**config.mk**
```make
export PLATFORM = sky130hd
export DESIGN_NAME = fetch_unit
export DESIGN_NICKNAME = d
export VERILOG_FILES = /design/src/rtl/fetch_unit.sv
export SDC_FILE = /design/constraint.sdc
export NUM_CORES = 1
export LEC_CHECK = 0
export ABC_AREA = 1
export CORE_MARGIN = 1
export CORE_UTILIZATION = 40
export DETAILED_ROUTE_END_ITERATION = 8
export PLACE_DENSITY_LB_ADDON = 0.3
export SKIP_CTS_REPAIR_TIMING = 1
export SYNTH_ARGS = -nofsm -noshare
export SYNTH_HDL_FRONTEND = slang
export SYNTH_SLANG_ARGS = --single-unit
```
**constraint.sdc**
```tcl
create_clock -name clk -period 1.85 [get_ports clk]
set_input_delay 0.4625 -clock clk [delete_from_list [all_inputs] [get_ports clk]]
set_output_delay 0.4625 -clock clk [all_outputs]
set_load 0.01 [all_outputs]
```
**src/rtl/fetch_unit.sv**
```systemverilog
// Instruction-fetch stage: owns the PC, issues single outstanding imem requests,
// and loads the IF/ID register, honouring stall, flush/redirect and HALT.
module fetch_unit #(
    parameter logic [15:0] RESET_PC = 16'h0000
) (
    input  logic        clk,
    input  logic        rst_n,
    input  logic        stall,
    input  logic        if_flush,
    input  logic        pc_src,
    input  logic [15:0] branch_target,
    input  logic [15:0] imem_rdata,
    input  logic        imem_valid,
    output logic        imem_req,
    output logic [15:0] imem_addr,
    output logic [15:0] if_id_instr,
    output logic [15:0] if_id_pc,
    output logic        if_id_valid,
    output logic        halted
);

    typedef enum logic [1:0] {
        S_REQ  = 2'd0,
        S_WAIT = 2'd1,
        S_HOLD = 2'd2,
        S_HALT = 2'd3
    } state_t;

    state_t      r_state;
    logic [15:0] r_pc;
    logic [15:0] r_buf;
    logic        r_drop;

    logic        w_redirect;
    logic [15:0] w_pc_inc;
    logic        w_rdata_halt;
    logic        w_buf_halt;
    logic        w_new;
    logic [15:0] w_new_instr;
    logic [15:0] w_new_pc;

    assign w_redirect   = if_flush & pc_src;
    assign w_pc_inc     = r_pc + 16'd2;
    assign w_rdata_halt = (imem_rdata[15:12] == 4'hF);
    assign w_buf_halt   = (r_buf[15:12] == 4'hF);

    // A word reaches IF/ID either straight from memory or from the hold buffer;
    // the IF/ID priority chain below filters it by flush and stall.
    assign w_new       = ((r_state == S_WAIT) & imem_valid & ~r_drop & ~w_redirect)
                       | (r_state == S_HOLD);
    assign w_new_instr = (r_state == S_HOLD) ? r_buf : imem_rdata;
    assign w_new_pc    = (r_state == S_HOLD) ? r_pc  : w_pc_inc;

    assign imem_req  = rst_n & (r_state == S_REQ) & ~w_redirect & ~halted;
    assign imem_addr = r_pc;

    // Fetch sequencer plus IF/ID pipeline register.
    always_ff @(posedge clk) begin
        if (!rst_n) begin
            r_state     <= S_REQ;
            r_pc        <= RESET_PC;
            r_buf       <= 16'h0000;
            r_drop      <= 1'b0;
            halted      <= 1'b0;
            if_id_instr <= 16'h0000;
            if_id_pc    <= 16'h0000;
            if_id_valid <= 1'b0;
        end else begin
            case (r_state)
                S_REQ: begin
                    if (w_redirect) begin
                        r_pc <= branch_target;
                    end else begin
                        r_state <= S_WAIT;
                    end
                end
                S_WAIT: begin
                    if (imem_valid) begin
                        if (r_drop || w_redirect) begin
                            r_drop  <= 1'b0;
                            r_state <= S_REQ;
                            if (w_redirect) begin
                                r_pc <= branch_target;
                            end
                        end else if (stall) begin
                            r_buf   <= imem_rdata;
                            r_pc    <= w_pc_inc;
                            r_state <= S_HOLD;
                        end else begin
                            r_pc <= w_pc_inc;
                            // A flushed HALT word must not stop the fetch
                            if (w_rdata_halt && !if_flush) begin
                                r_state <= S_HALT;
                                halted  <= 1'b1;
                            end else begin
                                r_state <= S_REQ;
                            end
                        end
                    end else if (w_redirect) begin
                        r_pc   <= branch_target;
                        r_drop <= 1'b1;
                    end
                end
                S_HOLD: begin
                    if (w_redirect) begin
                        r_buf   <= 16'h0000;
                        r_pc    <= branch_target;
                        r_state <= S_REQ;
                    end else if (!stall) begin
                        if (w_buf_halt && !if_flush) begin
                            r_state <= S_HALT;
                            halted  <= 1'b1;
                        end else begin
                            r_state <= S_REQ;
                        end
                    end
                end
                S_HALT: begin
                    r_state <= S_HALT;
                end
                default: begin
                    r_state <= S_REQ;
                end
            endcase

            if (r_state == S_HALT) begin
                if_id_valid <= if_id_valid;
            end else if (if_flush) begin
                if_id_valid <= 1'b0;
            end else if (stall) begin
                if_id_valid <= if_id_valid;
            end else if (w_new) begin
                if_id_instr <= w_new_instr;
                if_id_pc    <= w_new_pc;
                if_id_valid <= 1'b1;
            end else begin
                if_id_valid <= 1'b0;
            end
        end
    end

endmodule
```
==> flow_summary.yaml, run 1 <==
grt:
  antenna_found_initial: 0
  grt_pass1_wl_mm: 17.2
  grt_overflow_total: 0
  grt.total_usage_pct: 22.6
  first_global_vias: 3504
  grt_max_degree: 37
floorplanning:
  core_area_mm2: 0.00872
  rows: 34
  die_x_um: 97.1
  dieArea_mm2: 0.00943
  num_io_pins: 89
  initial_core_util_pct: 41.5
  die_h_um: 97.1
sta:
  max_clock_freq_mhz: 547
  fin_ws_ns: 0.0218
  worstMarginPinSlew_ns: 0.421
  slew_viol_final: 0
  setup_viol: 0
  relSlewSlack_pct: 71.9
  skew_ns: 0.00853
  finalCritPeriodShare_pct: 98.8
  hold_violations: 0
  post-route-min-period_ns: 1.83
critical_path:
  required_ns: 1.39
  critical_path.slowest_cell: "clkdlybuf4s50_1"
  critPathCaptureType: "output pin"
  startpoint_type: "register"
  cp.buffers_inverters: 1
  critPathMaxStageDelay_ns: 0.59
  critPathTopFamily: "buffers and inverters"
  worstPathMaxFanout: 5
  worstPathCellList: "clkdlybuf4s50_1"
  arrival_ns: 1.37
  path_class: "reg -> out"
placement:
  postPlaceCellArea_mm2: 0.00474
  hpwlAfterDp_mm: 7.60
  pre_cts_ws_ns: -0.614
  portBuffers: 88
  place_congestion: 0.881
hold_path:
  hold_path.class: "reg -> reg"
power:
  sw_frac_of_total_pct: 29.7
  switchingPower_w: 0.00112
  pwr-share-clk_pct: 33.2
  vdd_drop_max_mv: 0.338
  p_int_w: 0.00266
  seqPwrFrac_pct: 43.7
  pwr-share-comb_pct: 23.1
  powerDensity_mw_per_mm2: 752
  p_leak_nw: 2.13
synthesis:
  synth.top_cells.by_count: "nand2_1 (159), nor2_1 (94), dfxtp_1 (69)"
  synth_warnings: 0
  async_flop_share_pct: 0
  synth-seq-cells: 69
  ys_types: 35
  synth_area_mm2: 0.00362
  yosys-top-cells-area: "dfxtp_1 (38%), nand2_1 (16%), nor2_1 (9.8%), a21oi_1 (6.9%), o21ai_0 (5.7%)"
  synth_top_cell_by_area: "dfxtp_1"
  yosysTopAreaCellShare_pct: 38.2
  ys.flop_type: "dfxtp_1"
  seq_area_frac_synth_pct: 38.2
  syn_area_per_cell_um2: 6.55
  synth_nets: 591
  synthCells: 552
  synth_edf_count: 0
  synthMostInstantiatedCell: "nand2_1"
cts:
  numCtsBuffers: 9
  clock_sinks: 69
  cts.path.max_buffers: 2
  tritoncts: "built"
  root_buffer: "clkbuf_8"
  htree_levels: 3
  insertion_delay_ns: 0.34
  path_clk_slew_ns: 0.07
drt:
  first_pass_iters: 5
  route.vias.total: 3992
  ant_nets: 0
  wirelength_mm: 10.7
  avgRoutedWirePerCell_um: 13.9
  drt-initial-drc-count: 235
  vias_per_cell: 5.20
  drc: 0
run:
  drv_cap: 0
final_layout:
  fillers: 833
  fin_area_mm2: 0.00503
  layout.nets: 693
  final_util_pct: 57.7
  syn2layout_area_growth_pct: 39.2
  drive_above_1_share_pct: 12.1
  diodes: 0
status:
  status: "finished clean"
-- per-layer routing --
layer	GRT usage [%]	part of all wire [%]	vias to the layer above
li1	-	-	2001
met1	32.1	47	1809
met2	34.3	44	164
met3	4.53	7.3	18
met4	7.23	1.0	0
met5	0	0	-
-- state kept, by name, summed over array words and instances, names as in the netlist --
name / cells
halted: 1
if_id_instr: 16
if_id_pc: 16
if_id_valid: 1
imem_addr: 16
r_buf: 16
r_drop: 1
r_state: 2
-- cell usage in the layout, fill, tap and decap left out, types with 18 or more instances in the layout --
| master | instances |
|---|---|
| nand2_1 | 156 |
| a21oi_1 | 48 |
| nand4_1 | 24 |
| inv_1 | 28 |
| clkdlybuf4s50_1 | 82 |
| nor2_1 | 94 |
| o21ai_0 | 39 |
| nand3_1 | 18 |
| buf_4 | 28 |
| dfxtp_1 | 62 |
-- worst paths after layout --
kind | from | endpoint | slack [ns] | depth (start not counted)
worst min register to register | r_buf[8] | r_buf[8] | 0.47 | 2
worst max register to register | imem_addr[2] | imem_addr[11] | 0.27 | 8
worst max-delay path | imem_addr[4] | imem_addr[4] | 0.02 | 1
worst min-delay path | r_buf[8] | r_buf[8] | 0.47 | 2
-- logic make-up (layout without fill, tap and decap cells) --
family	Yosys count	in the layout	share of synthesized area, %
flip-flops	69	69	38.2
XOR/XNOR	7	7	1.69
AO/OA/AOI/OAI	101	101	14.6
multiplexers	1	1	0.277
AND/OR/NAND/NOR	308	308	36.3
adder cells (fa/ha/maj)	1	1	0.346
buffers and inverters	65	172	8.61
-- power by group through the flow --
| stage | logic (W) | registers, W | clock network, W |
|---|---|---|---|
| detailed placement | 0.000843 | 0.00168 | 0 |
| global route | 0.000960 | 0.00166 | 0.00134 |
| CTS | 0.000847 | 0.00165 | 0.00127 |
| global placement | 0.000826 | 0.00168 | 0 |
| floorplan | 0.000425 | 0.00170 | 0 |
| finish | 0.000874 | 0.00165 | 0.00125 |
-- through the flow --
step	TNS, ns	cells	power, W	hold WS (ns)
after global placement	-24.25	748	0.00251	0.447
after floorplan	0	552	0.00212	0.439
after detailed placement	-27.26	748	0.00253	0.454
after CTS	-4.43	764	0.00377	0.465
final	0	767	0.00378	0.466
after global routing	-0.0180	767	0.00397	0.482
-- final cells by class --
type,count,area (um^2),area share (%)
flip-flops and latches,69,1390,27.6
multi-input cells,418,1950,38.7
repair buffers,123,1230,24.5
well taps,108,135,2.68
inverters,33,126,2.51
clock inverters,5,60.1,1.19
clock buffers,11,141,2.81
(Power assumes the default switching activity.)
==> run 2, diff against run 1 <==
SETUP_SLACK_MARGIN = 0.2   (was default)
==> run 2 against run 1 <==
Compared with the run above: design area up 3.2%; non-clock buffer count grew 5; setup slack better by 0.18 ns; first-iteration DRC count fell by 22%; die area did not move; wire length up 0.11%; hold slack got worse by 0.0080 ns; core utilization grew 1.8 points; maximum frequency rose by 11%.
==> flow_summary.yaml, run 2 (synthesis results as in run 1) <==
status:
  status: "finished clean"
floorplanning:
  die_h_um: 97.1
  num_io_pins: 89
  initial_core_util_pct: 41.5
  dieArea_mm2: 0.00943
  core_area_mm2: 0.00872
  rows: 34
  die_x_um: 97.1
cts:
  root_buffer: "clkbuf_8"
  numCtsBuffers: 9
  tritoncts: "built"
  insertion_delay_ns: 0.34
  clock_sinks: 69
  htree_levels: 3
  cts.path.max_buffers: 2
  path_clk_slew_ns: 0.07
grt:
  grt_pass1_wl_mm: 17.6
  grt.total_usage_pct: 23.1
  grt_overflow_total: 0
  grt_max_degree: 37
  antenna_found_initial: 0
  first_global_vias: 3740
final_layout:
  diodes: 0
  layout.nets: 698
  multiInputGateArea_mm2: 0.00197
  drive_above_1_share_pct: 13.6
  area.sequential_mm2: 0.00140
  final_common_cell: "nand2_1"
  layout_common_cells: "nand2_1 (156), nor2_1 (94), dfxtp_1 (56), dlymetal6s2s_1 (53), a21oi_1 (49)"
  fin_area_mm2: 0.00519
  syn2layout_area_growth_pct: 43.6
  fillers: 825
  layout.cells.non_filler: 771
  final_util_pct: 59.6
drt:
  vias_per_cell: 5.16
  met3_length_um: 783
  avgRoutedWirePerCell_um: 13.9
  route.vias.total: 3982
  wl_met2_mm: 5.03
  drc: 0
  wirelength_mm: 10.7
  drt-initial-drc-count: 183
  ant_nets: 0
  first_pass_iters: 5
  wl_met1_mm: 4.68
  top_layer_used: "met4"
critical_path:
  required_ns: 1.39
  worstPathCellList: "nor2_1 -> inv_1 -> nor4_4 -> buf_2"
  arrival_ns: 1.18
  critPathLaunch: "r_state[1]"
  r2r_start: "r_state[0]"
  r2r-end: "imem_addr[11]"
  critPathMaxStageDelay_ns: 0.34
  path_class: "reg -> out"
  worstPathMaxFanout: 3
  reg2reg_setup_slack_ns: 0.29
  startpoint_type: "register"
  critPathCaptureType: "output pin"
  critical_path.slowest_cell: "dfxtp_1"
  rr_worst_depth: 6
hold_path:
  holdPathEnd: "r_buf[10]"
  min_delay_path_depth: 2
  hold_path.class: "reg -> reg"
  hp-start: "r_buf[10]"
power:
  powerDensity_mw_per_mm2: 702
  vdd_drop_max_mv: 0.302
  p_leak_nw: 2.99
sta:
  worstMarginPinSlew_ns: 0.437
  hold_violations: 0
  max_clock_freq_mhz: 608
  relSlewSlack_pct: 70.8
  post-route-min-period_ns: 1.65
  skew_ns: 0.00703
  slew_viol_final: 0
  rsz0062_at_grt: "yes"
  setup_viol: 0
  finalCritPeriodShare_pct: 89.0
placement:
  portBuffers: 88
  hpwlAfterDp_mm: 7.32
  postPlaceCellArea_mm2: 0.00479
  dp.cells: 751
  place_congestion: 0.900
run:
  drv_cap: 0
==> run 2: through the flow <==
step	setup TNS, ns	setup slack (ns)	total power [W]	hold WS, ns
floorplan	0	0.219	0.00213	0.439
global placement	-22.65	-0.465	0.00251	0.446
detailed placement	-25.94	-0.489	0.00252	0.450
CTS	-3.14	-0.482	0.00367	0.461
global route	0	0.147	0.00384	0.475
finish	0	0.204	0.00365	0.458
==> run 2: how the worst max path moves through the flow <==
stage | to | slack, ns | cells after the start
2_1_floorplan | imem_req | 0.22 | 4
3_3_place_gp | imem_req | -0.46 | 4
3_5_place_dp | imem_addr[1] | -0.49 | 11
4_1_cts | imem_req | -0.48 | 5
5_1_grt | imem_req | 0.15 | 4
6_report | imem_req | 0.20 | 4
==> run 2: area by class of cell <==
| class | count | area share (%) |
|---|---|---|
| inverter | 33 | 2.43 |
| multi-input combinational | 418 | 37.9 |
| clock inverter | 1 | 0.0964 |
| clock buffer | 14 | 3.32 |
| timing repair buffer | 128 | 26.7 |
| sequential | 69 | 27.0 |
| tap | 108 | 2.60 |
==> run 2: metal layers <==
layer | track usage (%) | vias to the layer above
met5 | 0 | -
met4 | 9.53 | 0
met3 | 4.03 | 18
met2 | 37.9 | 164
met1 | 30.0 | 1792
li1 | - | 2008
==> run 2: worst max-delay path, delay by kind of cell (launching register included) <==
family | cells | cell delay, ns
buf+inv | 2 | 0.26
flops | 1 | 0.34
simple gates | 2 | 0.24
==> run 2: report_power, final <==
part           switching (W)  internal (W)  leakage [nW]
Sequential         0.0000780       0.00158         0.566
Clock               0.000550      0.000589        0.0926
Combinational       0.000450      0.000401          2.33
==> run 3, diff against run 2 <==
GPL_ROUTABILITY_DRIVEN = 1   (was default)
==> results of run 3 <==
Same layout as run 2: the final DEF is identical, and so are final timing and power.
